## config.mk

```make
export PLATFORM = sky130hd
export DESIGN_NAME = lvds_acq_sched
export DESIGN_NICKNAME = d
export VERILOG_FILES = /design/src/rtl/lvds_acq_sched.sv
export SDC_FILE = /design/constraint.sdc
export NUM_CORES = 1
export LEC_CHECK = 0
export CAP_MARGIN = 15
export CORE_MARGIN = 2
export CORE_UTILIZATION = 35
export DETAILED_ROUTE_END_ITERATION = 16
export PLACE_DENSITY_LB_ADDON = 0.15
export SYNTH_ARGS = -nofsm -noshare
export SYNTH_HDL_FRONTEND = slang
export SYNTH_SLANG_ARGS = --single-unit
```

## constraint.sdc

```tcl
create_clock -name lvds_clk -period 4.45 [get_ports lvds_clk]
set_input_delay 0.6675 -clock lvds_clk [delete_from_list [all_inputs] [get_ports lvds_clk]]
set_output_delay 0.6675 -clock lvds_clk [all_outputs]
set_load 0.05 [all_outputs]
```

## src/rtl/lvds_acq_sched.sv

```systemverilog
// rtl/lvds_acq_sched.sv - LVDS acquisition sequencer: TX trigger, settle, capture window, per-channel drain
// Optional feature: define LVDS_ACQ_TIMEOUT_EN to add a 256-cycle rd_ack timeout that sets err and skips the channel.
module lvds_acq_sched #(
   parameter int NCH      = 10,
   parameter int SETTLE_W = 16,
   parameter int LEN_W    = 8
) (
   input  logic                lvds_clk,
   input  logic                rst_n,
   input  logic                start,
   input  logic                abort,
   input  logic [NCH-1:0]      ch_mask,
   input  logic [SETTLE_W-1:0] settle_cyc,
   input  logic [LEN_W-1:0]    cap_len,
   input  logic [LEN_W-1:0]    words_per_ch,
   input  logic                rd_ack,
   output logic                tx_flag,
   output logic [NCH-1:0]      cap_en,
   output logic [NCH-1:0]      rd_req,
   output logic [3:0]          cur_ch,
   output logic                busy,
   output logic                done,
   output logic                err
);

   // One phase counter serves both SETTLE and CAPTURE, so it must fit the wider field.
   localparam int CW = (SETTLE_W > LEN_W) ? SETTLE_W : LEN_W;

   typedef enum logic [2:0] {
      S_IDLE,
      S_TX,
      S_SETTLE,
      S_CAPTURE,
      S_DRAIN,
      S_DONE
   } state_t;

   state_t              state;
   state_t              state_nx;

   // Configuration snapshot taken on the accepted start.
   logic [NCH-1:0]      mask_q;
   logic [SETTLE_W-1:0] settle_q;
   logic [LEN_W-1:0]    cap_len_q;
   logic [LEN_W-1:0]    wpc_q;

   logic [CW-1:0]       cnt;
   logic [LEN_W-1:0]    word_cnt;
   logic [3:0]          ch_q;
   logic                gap_q;
   logic                done_q;

   logic                accept;
   logic                settle_end;
   logic                cap_end;
   logic                req_on;
   logic                word_last;
   logic                tmo_hit;
   logic                ch_finish;
   logic [3:0]          first_ch;
   logic [3:0]          next_ch;
   logic                has_next;

   assign accept     = (state == S_IDLE) && start && !abort;
   assign settle_end = (cnt + CW'(1)) >= CW'(settle_q);
   // A zero capture length still yields one capture cycle because cnt+1 >= 0 always holds.
   assign cap_end    = (cnt + CW'(1)) >= CW'(cap_len_q);
   assign req_on     = (state == S_DRAIN) && !gap_q;
   assign word_last  = req_on && rd_ack && ((word_cnt + LEN_W'(1)) == wpc_q);
   assign ch_finish  = word_last || tmo_hit;
   assign cur_ch     = ch_q;
   assign done       = done_q;

   // Find the lowest enabled channel and the lowest enabled channel above the one being drained.
   always_comb begin
      first_ch = '0;
      next_ch  = '0;
      has_next = 1'b0;
      for (int i = NCH - 1; i >= 0; i--) begin
         if (mask_q[i]) begin
            first_ch = 4'(i);
            if (i > int'(ch_q)) begin
               next_ch  = 4'(i);
               has_next = 1'b1;
            end
         end
      end
   end

   // State register.
   always_ff @(posedge lvds_clk or negedge rst_n) begin
      if (!rst_n) begin
         state <= S_IDLE;
      end else begin
         state <= state_nx;
      end
   end

   // Next-state decode and state-derived outputs; abort overrides every transition.
   always_comb begin
      state_nx = state;
      tx_flag  = 1'b0;
      cap_en   = '0;
      rd_req   = '0;
      busy     = (state != S_IDLE);
      case (state)
         S_IDLE: begin
            if (start) begin
               state_nx = (ch_mask != '0) ? S_TX : S_DONE;
            end
         end
         S_TX: begin
            tx_flag  = 1'b1;
            state_nx = (settle_q != '0) ? S_SETTLE : S_CAPTURE;
         end
         S_SETTLE: begin
            if (settle_end) begin
               state_nx = S_CAPTURE;
            end
         end
         S_CAPTURE: begin
            cap_en = mask_q;
            if (cap_end) begin
               state_nx = (wpc_q != '0) ? S_DRAIN : S_DONE;
            end
         end
         S_DRAIN: begin
            if (req_on) begin
               rd_req = NCH'(1) << ch_q;
            end
            if (ch_finish && !has_next) begin
               state_nx = S_DONE;
            end
         end
         S_DONE: begin
            state_nx = S_IDLE;
         end
         default: begin
            state_nx = S_IDLE;
         end
      endcase
      if (abort) begin
         state_nx = S_IDLE;
      end
   end

   // Configuration snapshot, phase counter, drain bookkeeping and the registered done pulse.
   always_ff @(posedge lvds_clk or negedge rst_n) begin
      if (!rst_n) begin
         mask_q    <= '0;
         settle_q  <= '0;
         cap_len_q <= '0;
         wpc_q     <= '0;
         cnt       <= '0;
         word_cnt  <= '0;
         ch_q      <= '0;
         gap_q     <= 1'b0;
         done_q    <= 1'b0;
      end else begin
         // done fires on the edge leaving DONE, unless that exit was an abort.
         done_q <= (state == S_DONE) && !abort;

         if (accept) begin
            mask_q    <= ch_mask;
            settle_q  <= settle_cyc;
            cap_len_q <= cap_len;
            wpc_q     <= words_per_ch;
         end

         if (state_nx != state) begin
            cnt <= '0;
         end else if ((state == S_SETTLE) || (state == S_CAPTURE)) begin
            cnt <= cnt + CW'(1);
         end

         if ((state == S_CAPTURE) && (state_nx == S_DRAIN)) begin
            ch_q     <= first_ch;
            word_cnt <= '0;
            gap_q    <= 1'b0;
         end else if (state == S_DRAIN) begin
            if (gap_q) begin
               gap_q <= 1'b0;
            end else if (ch_finish) begin
               word_cnt <= '0;
               if (has_next) begin
                  ch_q  <= next_ch;
                  gap_q <= 1'b1;
               end
            end else if (rd_ack) begin
               word_cnt <= word_cnt + LEN_W'(1);
            end
         end
      end
   end

`ifdef LVDS_ACQ_TIMEOUT_EN
   logic [7:0] tmo_cnt;
   logic       err_q;

   // The 256th consecutive unanswered request cycle gives up on the channel.
   assign tmo_hit = req_on && !rd_ack && (tmo_cnt == 8'hFF);
   assign err     = err_q;

   // Count request cycles without an ack; any ack, gap or abort restarts the count.
   always_ff @(posedge lvds_clk or negedge rst_n) begin
      if (!rst_n) begin
         tmo_cnt <= '0;
      end else if (!req_on || rd_ack || abort) begin
         tmo_cnt <= '0;
      end else begin
         tmo_cnt <= tmo_cnt + 8'd1;
      end
   end

   // Sticky timeout flag, cleared only by the next accepted start.
   always_ff @(posedge lvds_clk or negedge rst_n) begin
      if (!rst_n) begin
         err_q <= 1'b0;
      end else if (accept) begin
         err_q <= 1'b0;
      end else if (tmo_hit) begin
         err_q <= 1'b1;
      end
   end
`else
   assign tmo_hit = 1'b0;
   assign err     = 1'b0;
`endif

endmodule

```

# [Yosys cells after proc, flatten, opt, wreduce, memory -nomap -nowiden]
# Cells that the tools add are included.
[op_classes] reduce_logical=24 shifts=1 n_addsub=2 n_mux=76 n_eq_ne=9 n_lt_le_gt_ge=11
[op_table] op="two-way mux 4 bit" n=33
[op_table] op="two-way mux 8 bit" n=5
[op_table] op="two-way mux 16 bit" n=2
[op_table] op="two-way mux 10 bit" n=3
[op_table] op="two-way mux 1 bit" n=26
[op_table] op="two-way mux 3 bit" n=6
[op_table] op="adder 16 x 1 -> 16 bit (second input constant)" n=1
[op_table] op="greater-or-equal comparator 16 bit" n=1
[op_table] op="greater-or-equal comparator 16 x 8 -> 1 bit" n=1
[op_table] op="> comparator 3 x 4 -> 1 bit (first input constant)" n=4
[op_table] op="nonzero test 16 bit" n=1
[op_table] op="case mux 3 bit (5 select lines)" n=1
[op_table] op="nonzero test 10 bit" n=1
[op_table] op="left shift 1 x 4 -> 10 bit (first input constant)" n=1
[op_table] op="== test 3 bit (second input constant)" n=3
[op_table] op="adder 8 x 1 -> 8 bit (second input constant)" n=1
[op_table] op="== test 8 bit" n=1
[op_table] op="> comparator 2 x 4 -> 1 bit (first input constant)" n=2
[op_table] op="> comparator 4 bit (first input constant)" n=2
[op_table] op="logical AND 1 bit" n=8
[op_table] op="nonzero test 2 bit" n=4
[op_table] op="nonzero test 8 bit" n=1
[op_table] op="== test 3 x 2 -> 1 bit (second input constant)" n=2
[op_table] op="nonzero test 3 bit" n=2
[op_table] op="other kinds (9)" n=11
[totals] register_bits=75 wordCells=133 inputBits=47 out_inout_bits=28

# [Depth between registers and ports, before layout]
# Gate-level depths: netlist of the first run.
[depth] word_depth=28 ltp_mapped=14 depth_no_buf=13

# [Worst setup path before layout of the first run]
# OpenSTA, ideal clock, no wires.
[synth_timing] path_kind="register to register" startpoint="reg cnt[12]" endpoint="reg cnt[8]" path_buffers=2 setup_ns=0.077 path_stages_with_launch=15 arrival_ns=3.153 slack_ns=1.219 synth_period_minus_slack_ns=3.231 required_ns=4.373 path_cell_list="dfrtp_1 > clkbuf_1 > nand2_1 > nor4_4 > nand3_1 > xnor2_1 > ha_1 > a21oi_1 > o21ai_0 > a2111o_1 > a41o_1 > a32oi_1 > nand3_1 > buf_2 > a21oi_1"
[synth_between] elab_chain_len=7 word_cells_on_any_way=10 classes_between="1 x add/sub; 2 x order compare; 1 x eq/ne; 5 x mux; 1 x reduce/logical"
[synth_rtl] item="start: declaration" line_no="47" source="logic [CW-1:0] cnt;"
[synth_rtl] item="start signal: assignment" line_no="173" source="cnt <= cnt + CW'(1);"
[synth_rtl] item="adder 16 x 1 -> 16 bit *" line_no="65, 67"
[synth_rtl] item="greater-or-equal comparator 16 x 8 -> 1 bit or greater-or-equal comparator 16 bit (tied branches)" line_no="67, 65"
[synth_rtl] item="two-way mux 3 bit, on equally long branches" line_no="123, 117"
[synth_rtl] item="case mux 3 bit (5 select lines) *" line_no="106" source="case (state)"
[synth_rtl] item="two-way mux 3 bit *" line_no="142" source="if (abort) begin"
[synth_rtl] item="inequality test 3 bit *" line_no="170" source="if (state_nx != state) begin"
[synth_rtl] item="two-way mux 16 bit or nonzero test 2 bit (tied branches)"
# Every way passes the cells marked *; elsewhere a longest branch is shown, timed or not.
# A chain may end at the register's enable or synchronous reset.

# [Worst setup path in the final report of the first run]
[layout_timing] startpoint="reg cnt[0]" endpoint="reg cnt[4]"
[layout_between] elab_chain_len=7 word_cells_on_any_way=11 classes_between="1 x add/sub; 2 x order compare; 1 x eq/ne; 6 x mux; 1 x reduce/logical"
[layout_rtl] item="adder 16 x 1 -> 16 bit *" line_no="65, 67, 173"
[layout_rtl] item="greater-or-equal comparator 16 x 8 -> 1 bit or greater-or-equal comparator 16 bit (tied branches)" line_no="67, 65"
[layout_rtl] item="two-way mux 3 bit, on equally long branches" line_no="123, 117"
[layout_rtl] item="case mux 3 bit (5 select lines)" line_no="106"
[layout_rtl] item="two-way mux 3 bit" line_no="142"
[layout_rtl] item="inequality test 3 bit" line_no="170"
[layout_rtl] item="two-way mux 16 bit or nonzero test 2 bit (tied branches)"
# Every way passes the cells marked *; elsewhere a longest branch is shown, timed or not. The select of a mux whose other input is x is not followed.

==> impl_results.rst, run 1 <==
.. list-table::
   :header-rows: 1

   * - Metric
     - Value
   * - Result of the run
     - finished, final reports clean
   * - Average footprint of a synthesized cell
     - 9.489 um^2
   * - Max FO, Critical Path
     - 16
   * - Count of mapped cells out of synthesis
     - 534
   * - Latest clock arrival within the worst-skew pair
     - 350 ps
   * - Number of detailed-routing iterations run before antenna repair
     - 4
   * - Post-route ant nets
     - 0
   * - Post-CTS Hold Buffers
     - 0
   * - Clk sinks
     - 75
   * - WL met3
     - 428 um
   * - Most area-consuming cells after synthesis
     - dfrtp_1 37%, mux2_2 9.8%, ha_1 6.4%
   * - Post-DP HPWL
     - 9.421 mm
   * - Vias in the first global route
     - 3,983
   * - Uppermost metal layer occupied by signal nets
     - met4
   * - Met1 routed wirelength after detailed routing
     - 5.935 mm
   * - Final slew viol count
     - 0
   * - RSZ-0062 raised after global routing
     - no
   * - Relative slew slack
     - 28.95%
   * - Post-synthesis share of cell area spent on full adders, half adders and majority gates
     - 6.420%
   * - Initial antenna violation count
     - 0
   * - Leakage power figure
     - 2.655 nW
   * - DR WL/cell
     - 16.61 um
   * - Post-Route WL
     - 12.87 mm
   * - Number of vias in the routed layout
     - 4,200
   * - Proportion of synthesized area in mux cells
     - 10.57%
   * - Chip width
     - 124.3 um
   * - Net count after synthesis
     - 607
   * - Data required time at the worst endpoint
     - 4700 ps
   * - Smallest hold slack
     - 451.2 ps
   * - Antenna Diode Count
     - 0
   * - Area of the core
     - 13,990 um^2
   * - Vertical extent of the die
     - 124.3 um
   * - Arrival time at the worst endpoint
     - 4180 ps
   * - Capturing element type of the critical path
     - flop
   * - Min-delay worst type
     - input port to asynchronous set/reset pin
   * - Worst vdd rail ir drop
     - 199.6 uV
   * - Number of endpoints with negative hold slack in the final report
     - 0
   * - Max Clock Freq
     - 254.5 MHz
   * - Number of buffers between clock root and the deepest sink
     - 2
   * - Most instantiated library cell after synthesis
     - dfrtp_1
   * - Post-CTS Repair Setup Buffers
     - 0
   * - Number of different library cells in the post-synthesis netlist
     - 72
   * - Place WS
     - 583.7 ps
   * - Site Rows
     - 43
   * - Number of placed I/O pins
     - 75
   * - Wire length of the first global-routing pass
     - 21.24 mm
   * - Fin worst setup slack
     - 520.2 ps
   * - Power density over the cells
     - 351.3 nW/um^2
   * - Maximum number of pins on one net before global-route repair
     - 76
   * - Clock tree from TritonCTS
     - done
   * - Number of levels in the clock H-tree
     - 3
   * - Number of buffers inserted by port buffering
     - 73
   * - Summed area of non-filler cells in the final layout
     - 6223 um^2
   * - Final weighted congestion in routability-driven placement
     - 0.8742
   * - Startpoint types
     - flop
   * - Number of enable flip-flop cells after synthesis
     - 0
   * - Largest family of logic cells by synthesized area
     - simple AND/OR/NAND/NOR gates
   * - Maximum capacitance violations
     - 0
   * - DR vias/cell
     - 5.419
   * - CTS Root Cell
     - clkbuf_16
   * - Share of cells above drive strength 1
     - 13.95%
   * - Final net count
     - 663
   * - TritonCTS buffer count
     - 9
   * - Synth-to-layout area growth
     - 22.81%
   * - Initial core utilization
     - 36.23%
   * - FFs w/ async S/R, synth
     - 100.0%
   * - Clk slew on worst S/H paths
     - 60 ps
   * - Total met2 wirelength after detailed routing
     - 6.267 mm
   * - Post-synthesis share of cell area spent on xor and xnor gates
     - 7.086%
   * - Total of flip-flops plus latches after synthesis
     - 75
   * - Cell type with the highest aggregate area in the netlist
     - dfrtp_1
   * - Summed negative setup slack over all endpoints
     - 0 ps
   * - Post-Synth Simple-Gate Area
     - 20.17%
   * - Part of the Yosys area used for sequential elements
     - 37.04%
   * - Setup-violating endpoint count in the final report
     - 0
   * - Final routed DRC violation total
     - 0
   * - Clock period minus final worst setup slack
     - 3930 ps
   * - Fin crit share
     - 88.31%
   * - Number of gates resized after CTS
     - 0
   * - Top cells by instance count after synthesis
     - 75 x dfrtp_1, 44 x mux2_2, 40 x nor2_1
   * - Synth Area in Compound Gates
     - 13.90%
   * - GRT Total Usage
     - 17.07%
   * - Placed instance area
     - 5896 um^2
   * - Drt first-iter violations
     - 208
   * - Number of warnings reported in the yosys synthesis log
     - 0
   * - Worst slew pin tran
     - 1062 ps
   * - Maximum clock skew at final layout
     - 9.879 ps
   * - Global route overflow
     - 0
   * - Post-synthesis instance area
     - 5067 um^2
   * - Most frequently used flop master after synthesis
     - dfrtp_1
   * - DIE AREA
     - 15,460 um^2
   * - Crit Path Class
     - flop to flop
   * - Top-area cell type share of the netlist area
     - 37.04%
[where the power goes]
part	leakage [nW]	internal, mW	switching (mW)
sequential	0.949	0.783	0.118
combinational	1.55	0.241	0.235
clock	0.155	0.506	0.303
[final timing paths]
| kind | startpoint | end | slack [ps] | depth (start not counted) |
|---|---|---|---|---|
| setup / recovery | cnt[0]$_DFFE_PN0P_ | cnt[4]$_DFFE_PN0P_ | 520 | 12 |
| hold / removal | rst_n | cnt[8]$_DFFE_PN0P_ | 450 | 1 |
| setup reg to reg | cnt[0]$_DFFE_PN0P_ | cnt[4]$_DFFE_PN0P_ | 520 | 12 |
| hold reg to reg | cap_len_q[6]$_DFFE_PN0P_ | cap_len_q[6]$_DFFE_PN0P_ | 510 | 1 |
| max in group asynchronous | rst_n | word_cnt[0]$_DFFE_PN0P_ | 3310 | 1 |
| min in group lvds_clk | cap_len_q[6]$_DFFE_PN0P_ | cap_len_q[6]$_DFFE_PN0P_ | 510 | 1 |
[kinds of logic (layout without fill, tap and decap cells)]
| group | Yosys count | count (layout) |
|---|---|---|
| mux | 48 | 48 |
| buf+inv | 57 | 118 |
| other cells | 1 | 1 |
| flops | 75 | 75 |
| simple gates | 187 | 187 |
| compound gates | 99 | 99 |
| fa+ha+maj | 26 | 26 |
| xor+xnor | 41 | 41 |
[worst max-delay path: stages (launching register included)]
cell      delay [ps]
dfrtp_1          460
nand4_1          280
nor4_4           460
nand3_1          140
xnor2_1          200
ha_1             290
a21oi_1          140
o21ai_0          110
a2111o_1         400
a41o_1           210
a32oi_1          230
nand3_1          560
a21oi_1          350
[per-stage QoR]
stage	power (mW)	std cells	utilization, %
2_1_floorplan	1.219	534	-
3_3_place_gp	1.378	759	42.15
3_5_place_dp	1.393	759	42.15
4_1_cts	2.217	775	44.49
5_1_grt	2.313	775	44.49
6_report	2.186	775	44.49
[placed cells by master, fill, tap and decap left out, drive strengths merged, types with 3 or more instances in the layout]
cell	count
ha	26
nor4	11
and4	3
a21oi	31
clkbuf	10
nand4	13
dfrtp	75
o21ai	17
mux2	44
nor2b	8
nand2	35
and2	4
or3	4
a211oi	11
xnor2	20
nand2b	11
a22o	3
mux2i	4
clkdlybuf4s50	72
nor3	14
nand3	15
and3	14
inv	28
a21o	3
xor2	21
a211o	3
nor2	41
a31oi	5
[state kept, by name, indices dropped and copies added (netlist names)]
signal / count
word_cnt: 8
cur_ch: 4
cap_len_q: 8
gap_q: 1
state: 3
cnt: 16
mask_q: 10
wpc_q: 8
done: 1
settle_q: 16
[layer usage]
metal | vias up | GRT usage, %
li1 | 2030 | -
met2 | 75 | 27.55
met3 | 20 | 3.522
met4 | 0 | 6.081
met1 | 2075 | 22.71
met5 | - | 0
[cell type report]
| type | count | area, um^2 |
|---|---|---|
| sequential | 75 | 1877 |
| multi-input combinational | 402 | 2953 |
| fill | 1369 | 7765 |
| tap | 180 | 225.2 |
| clock inverter | 6 | 88.84 |
| timing repair buffer | 74 | 735.7 |
| inverter | 28 | 105.1 |
| clock buffer | 10 | 239.0 |
Note: power is estimated with default switching activity, not from simulation.
==> inputs of run 2 (changes only) <==
--- a/config.mk
+++ b/config.mk
@@ -8,6 +8,7 @@
 export CAP_MARGIN = 15
 export CORE_MARGIN = 2
 export CORE_UTILIZATION = 35
+export CTS_BUF_LIST = sky130_fd_sc_hd__clkbuf_4
 export DETAILED_ROUTE_END_ITERATION = 16
 export PLACE_DENSITY_LB_ADDON = 0.15
 export SYNTH_ARGS = -nofsm -noshare
==> run 2 against run 1 <==
Core utilization decreased by 1.2 points. Hold slack lost 89 ps. Combinational power about the same. Sequential cell count unchanged. Count of clock-buffer cells in the layout decreased by 1. First-iteration DRC count decreased by 3.8%. Setup slack lost 14 ps. Via count shrank 0.60%.
==> impl_results.rst, run 2 (synthesis results as in run 1) <==
.. list-table::
   :header-rows: 1

   * - Metric
     - Value
   * - Maximum capacitance violations
     - 0
   * - Number of fill cells
     - 1,394
   * - Number of placed I/O pins
     - 75
   * - Capturing element type of the critical path
     - flop
   * - Summed negative setup slack over all endpoints
     - 0 ps
   * - Number of endpoints with negative hold slack in the final report
     - 0
   * - Clk slew on worst S/H paths
     - 140 ps
   * - Post-route total power
     - 1.863 mW
   * - Power density over the cells
     - 307.6 nW/um^2
   * - Data required time at the worst endpoint
     - 4810 ps
   * - Utilization of the core after routing
     - 43.29%
   * - Latest clock arrival within the worst-skew pair
     - 460 ps
   * - Number of buffers inserted by port buffering
     - 73
   * - Number of vias in the routed layout
     - 4,175
   * - Clock period minus final worst setup slack
     - 3944 ps
   * - Number of levels in the clock H-tree
     - 3
   * - TritonCTS buffer count
     - 9
   * - Max FO, Critical Path
     - 16
   * - Post-DP HPWL
     - 9.421 mm
   * - Antenna Diode Count
     - 0
   * - Max Clock Freq
     - 253.6 MHz
   * - Crit. Startpoint
     - cnt[0]$_DFFE_PN0P_
   * - Final routed DRC violation total
     - 0
   * - Fin crit share
     - 88.62%
   * - Maximum clock skew at final layout
     - 30.14 ps
   * - Setup-violating endpoint count in the final report
     - 0
   * - Number of buffers between clock root and the deepest sink
     - 2
   * - Count of cells along the worst register-to-register path
     - 12
   * - Worst slew pin tran
     - 1057 ps
   * - Leakage power figure
     - 2.580 nW
   * - Initial core utilization
     - 36.23%
   * - Site Rows
     - 43
   * - Share of cells above drive strength 1
     - 13.78%
   * - DR WL/cell
     - 16.56 um
   * - Worst vdd rail ir drop
     - 111.2 uV
   * - Most frequent standard cell in the layout excluding fill and tap cells
     - dfrtp_1
   * - Number of detailed-routing iterations run before antenna repair
     - 4
   * - FF-to-FF End
     - cnt[4]$_DFFE_PN0P_
   * - CTS Root Cell
     - clkbuf_4
   * - Reg-to-reg critical path startpoint
     - cnt[0]$_DFFE_PN0P_
   * - Smallest hold slack
     - 362.1 ps
   * - Chip width
     - 124.3 um
   * - Commonest cells after routing, fill and taps aside
     - 75 x dfrtp_1, 72 x clkdlybuf4s50_1, 44 x mux2_2, 40 x nor2_1, 34 x nand2_1
   * - Final slew viol count
     - 0
   * - Wire length of the first global-routing pass
     - 21.11 mm
   * - RSZ-0062 raised after global routing
     - no
   * - Min-delay worst type
     - input port to asynchronous set/reset pin
   * - Final weighted congestion in routability-driven placement
     - 0.8742
   * - Post-CTS Repair Setup Buffers
     - 0
   * - Clk sinks
     - 75
   * - Post-route ant nets
     - 0
   * - Arrival time at the worst endpoint
     - 4300 ps
   * - Post-CTS Hold Buffers
     - 0
   * - Vias in the first global route
     - 3,975
   * - Post-Route WL
     - 12.83 mm
   * - DR vias/cell
     - 5.387
   * - Biggest registers after layout
     - cnt: 16 flops, settle_q: 16 flops, mask_q: 10 flops
   * - Maximum number of pins on one net before global-route repair
     - 76
   * - Result of the run
     - finished, final reports clean
   * - Synth-to-layout area growth
     - 19.51%
   * - DIE AREA
     - 15,460 um^2
   * - Final net count
     - 663
   * - Global route overflow
     - 0
   * - Area of the core
     - 13,990 um^2
   * - Minimum setup slack among reg-to-reg paths
     - 510 ps
   * - Initial antenna violation count
     - 0
   * - Drt first-iter violations
     - 200
   * - Startpoint types
     - flop
   * - Relative slew slack
     - 29.29%
   * - Clock tree from TritonCTS
     - done
   * - Number of gates resized after CTS
     - 0
   * - Crit Path Class
     - flop to flop
   * - Vertical extent of the die
     - 124.3 um
   * - GRT Total Usage
     - 16.90%
[run 2: changes by cell type in the layout (fill, tap and decap cells not counted)]
| cell | delta |
|---|---|
| clkinv_1 | +1 |
| clkbuf_8 | -1 |
| clkbuf_16 | -9 |
| clkbuf_4 | +9 |
[run 2: worst max-delay path by stage]
stage,cells past startpoint,slack (ps),endpoint
global route,12,220,cnt[4]$_DFFE_PN0P_
CTS,12,520,cnt[4]$_DFFE_PN0P_
finish,12,510,cnt[4]$_DFFE_PN0P_
floorplan,14,1220,cnt[8]$_DFFE_PN0P_
global placement,12,750,cnt[10]$_DFFE_PN0P_
detailed placement,12,580,cnt[4]$_DFFE_PN0P_
[run 2: layer usage]
metal	up-vias	track usage [%]	routed length, um
met1	2052	22.54	5821
li1	2032	-	-
met3	17	2.921	474
met2	74	27.58	6310
met4	0	6.147	227
met5	-	0	0
[run 2: power by group]
group          switching [mW]  internal (mW)
sequential              0.118          0.781
clock                   0.262          0.226
combinational           0.235          0.241
total                   0.615           1.25
[run 2: critical path, cell delays in order, from the launching register on]
cell	delay [ps]
dfrtp_1	490
nand4_1	280
nor4_4	450
nand3_1	140
xnor2_1	200
ha_1	300
a21oi_1	140
o21ai_0	110
a2111o_1	400
a41o_1	210
a32oi_1	220
nand3_1	550
a21oi_1	340
[run 2: stage by stage]
stage	setup WS, ps	std cells	cell area (um^2)
after floorplan	1219	534	5067
after global placement	747.6	759	5896
after detailed placement	583.7	759	5896
after CTS	516.5	775	6056
after global routing	219.2	775	6056
final	506.4	775	6056
[run 2: area by class of cell]
cell class	instances	area, um^2	area share (%)
inverter	28	105.1	1.736
multi-input combinational	402	2953	48.76
clock inverter	7	92.59	1.529
tap	180	225.2	3.719
clock buffer	9	67.56	1.116
timing repair buffer	74	735.7	12.15
sequential	75	1877	30.99
==> inputs of run 3 (changes only) <==
--- a/config.mk
+++ b/config.mk
@@ -11,6 +11,7 @@
 export CTS_BUF_LIST = sky130_fd_sc_hd__clkbuf_4
 export DETAILED_ROUTE_END_ITERATION = 16
 export PLACE_DENSITY_LB_ADDON = 0.15
+export REMOVE_ABC_BUFFERS = 1
 export SYNTH_ARGS = -nofsm -noshare
 export SYNTH_HDL_FRONTEND = slang
 export SYNTH_SLANG_ARGS = --single-unit
==> run 3 against run 2 <==
Die area is the same. Final cell count grew 0.13%. Cell area increased by 0.43%. Critical path type unchanged. Largest cell class unchanged. Highest routed layer unchanged.
==> impl_results.rst, run 3 (synthesis results as in run 1) <==
.. list-table::
   :header-rows: 1

   * - Metric
     - Value
   * - Result of the run
     - finished, final reports clean
   * - Minimum setup slack among reg-to-reg paths
     - 550 ps
   * - Final net count
     - 663
   * - Initial antenna violation count
     - 1
   * - Number of gates resized after CTS
     - 0
   * - Power density over the cells
     - 316.4 nW/um^2
   * - Vias in the first global route
     - 4,185
   * - Reg-to-reg critical path startpoint
     - cnt[0]$_DFFE_PN0P_
   * - Post-Route WL
     - 12.72 mm
   * - Data required time at the worst endpoint
     - 4820 ps
   * - Count of cells along the worst register-to-register path
     - 12
   * - Maximum capacitance violations
     - 0
   * - Latest clock arrival within the worst-skew pair
     - 460 ps
   * - Number of vias in the routed layout
     - 4,195
   * - Worst vdd rail ir drop
     - 185.9 uV
   * - Vertical extent of the die
     - 124.3 um
   * - Clock period minus final worst setup slack
     - 3897 ps
   * - Min-delay worst type
     - input port to asynchronous set/reset pin
   * - Post-CTS Repair Setup Buffers
     - 0
   * - FF-to-FF End
     - cnt[6]$_DFFE_PN0P_
   * - Summed area of non-filler cells in the final layout
     - 6082 um^2
   * - Final instance count without filler cells
     - 776
   * - CTS Root Cell
     - clkbuf_4
   * - Maximum clock skew at final layout
     - 20.55 ps
   * - Critical path's largest stage delay
     - 550 ps
   * - Final slew viol count
     - 0
   * - Placed instance area
     - 5896 um^2
   * - Max Clock Freq
     - 256.6 MHz
   * - Number of buffers inserted by port buffering
     - 73
   * - Setup-violating endpoint count in the final report
     - 0
   * - GRT Total Usage
     - 17.02%
   * - TritonCTS buffer count
     - 9
   * - Post-CTS Hold Buffers
     - 0
   * - Number of levels in the clock H-tree
     - 3
   * - Startpoint types
     - flop
   * - Clk slew on worst S/H paths
     - 120 ps
   * - Wire length of the first global-routing pass
     - 21.48 mm
   * - Final weighted congestion in routability-driven placement
     - 0.8683
   * - Cell-by-cell trace of the critical path
     - nand4_1 > nor4_4 > nand3_1 > xnor2_1 > ha_1 > a21oi_1 > o21ai_0 > a2111o_1 > a41o_1 > a32oi_1 > nand3_1 > a21oi_1
   * - Number of instances in the placed design
     - 759
   * - Number of placed I/O pins
     - 75
   * - Site Rows
     - 43
   * - Initial core utilization
     - 36.23%
   * - Leakage power figure
     - 2.598 nW
   * - Global route overflow
     - 0
   * - Clk sinks
     - 75
   * - Final routed DRC violation total
     - 0
   * - Crit Path Class
     - flop to flop
   * - Synth-to-layout area growth
     - 20.02%
   * - Number of endpoints with negative hold slack in the final report
     - 0
   * - Worst slew pin tran
     - 1025 ps
   * - RSZ-0062 raised after global routing
     - no
   * - Relative slew slack
     - 31.42%
   * - Worst-path cell with the longest stage delay
     - nand3_1
   * - Biggest registers after layout
     - cnt: 16 flops, settle_q: 16 flops, mask_q: 10 flops
   * - DR vias/cell
     - 5.406
   * - Most frequent standard cell in the layout excluding fill and tap cells
     - dfrtp_1
   * - Capturing element type of the critical path
     - flop
   * - Clock tree from TritonCTS
     - done
   * - Commonest cells after routing, fill and taps aside
     - 75 x dfrtp_1, 72 x clkdlybuf4s50_1, 44 x mux2_2, 40 x nor2_1, 34 x nand2_1
   * - Post-route ant nets
     - 0
   * - Utilization of the core after routing
     - 43.48%
   * - Arrival time at the worst endpoint
     - 4270 ps
   * - Maximum number of pins on one net before global-route repair
     - 76
   * - Fin crit share
     - 87.57%
   * - Smallest hold slack
     - 328.4 ps
   * - DR WL/cell
     - 16.39 um
   * - Number of detailed-routing iterations run before antenna repair
     - 8
   * - Number of buffers between clock root and the deepest sink
     - 2
   * - Area of the core
     - 13,990 um^2
   * - DIE AREA
     - 15,460 um^2
   * - Max FO, Critical Path
     - 16
   * - Post-DP HPWL
     - 9.414 mm
   * - Share of cells above drive strength 1
     - 13.78%
   * - Chip width
     - 124.3 um
   * - Summed negative setup slack over all endpoints
     - 0 ps
   * - Drt first-iter violations
     - 338
## run 3: cell count changes in the layout (fill, tap and decap cells not counted), sizes merged
cell      previous run  this run
bufinv               2         3
clkinv               3         4
clkinvlp             2         0
diode                0         1
## run 3: area by class of cell
class	count	area, um^2
fill	1353	7906
multi-input combinational	402	2953
timing repair buffer	74	735.7
tap	180	225.2
antenna	1	2.502
inverter	28	105.1
sequential	75	1877
clock inverter	7	116.4
clock buffer	9	67.56
## run 3: critical path, delay by kind of cell, from the launching register on
kind            cells  cell delay, ps
fa+ha+maj           1             290
flops               1             480
xor+xnor            1             200
compound gates      6            1410
simple gates        4            1430
## run 3: routing by layer
layer,global-route usage [%],vias to the layer above,share of wire [%]
li1,-,2031,-
met1,23.59,2043,48
met2,26.42,107,46
met3,3.995,14,4.5
met4,5.221,0,1.2
met5,0,-,0
## run 3: worst max-delay path by stage
stage                             startpoint                  end  slack (ps)  depth (start not counted)
after detailed placement  cnt[0]$_DFFE_PN0P_  cnt[13]$_DFFE_PN0P_         580                         12
after CTS                 cnt[0]$_DFFE_PN0P_   cnt[6]$_DFFE_PN0P_         560                         12
after global placement    cnt[0]$_DFFE_PN0P_   cnt[0]$_DFFE_PN0P_         770                         12
after global routing      cnt[0]$_DFFE_PN0P_  cnt[13]$_DFFE_PN0P_         120                         12
after floorplan           cnt[0]$_DFFE_PN0P_   cnt[0]$_DFFE_PN0P_        1210                         12
final                     cnt[0]$_DFFE_PN0P_   cnt[6]$_DFFE_PN0P_         550                         12
## run 3: report_power, final
part / leakage (nW) / switching, mW / internal [mW]
registers: 0.949 / 0.117 / 0.781
logic: 1.55 / 0.239 / 0.241
clock network: 0.0975 / 0.262 / 0.283
total: 2.60 / 0.619 / 1.31
## run 3: stage by stage
stage | worst slack [ps] | power [mW]
global placement | 773.5 | 1.380
detailed placement | 579.4 | 1.394
floorplan | 1207 | 1.211
CTS | 556.2 | 1.955
global route | 124.7 | 2.057
finish | 553.2 | 1.924
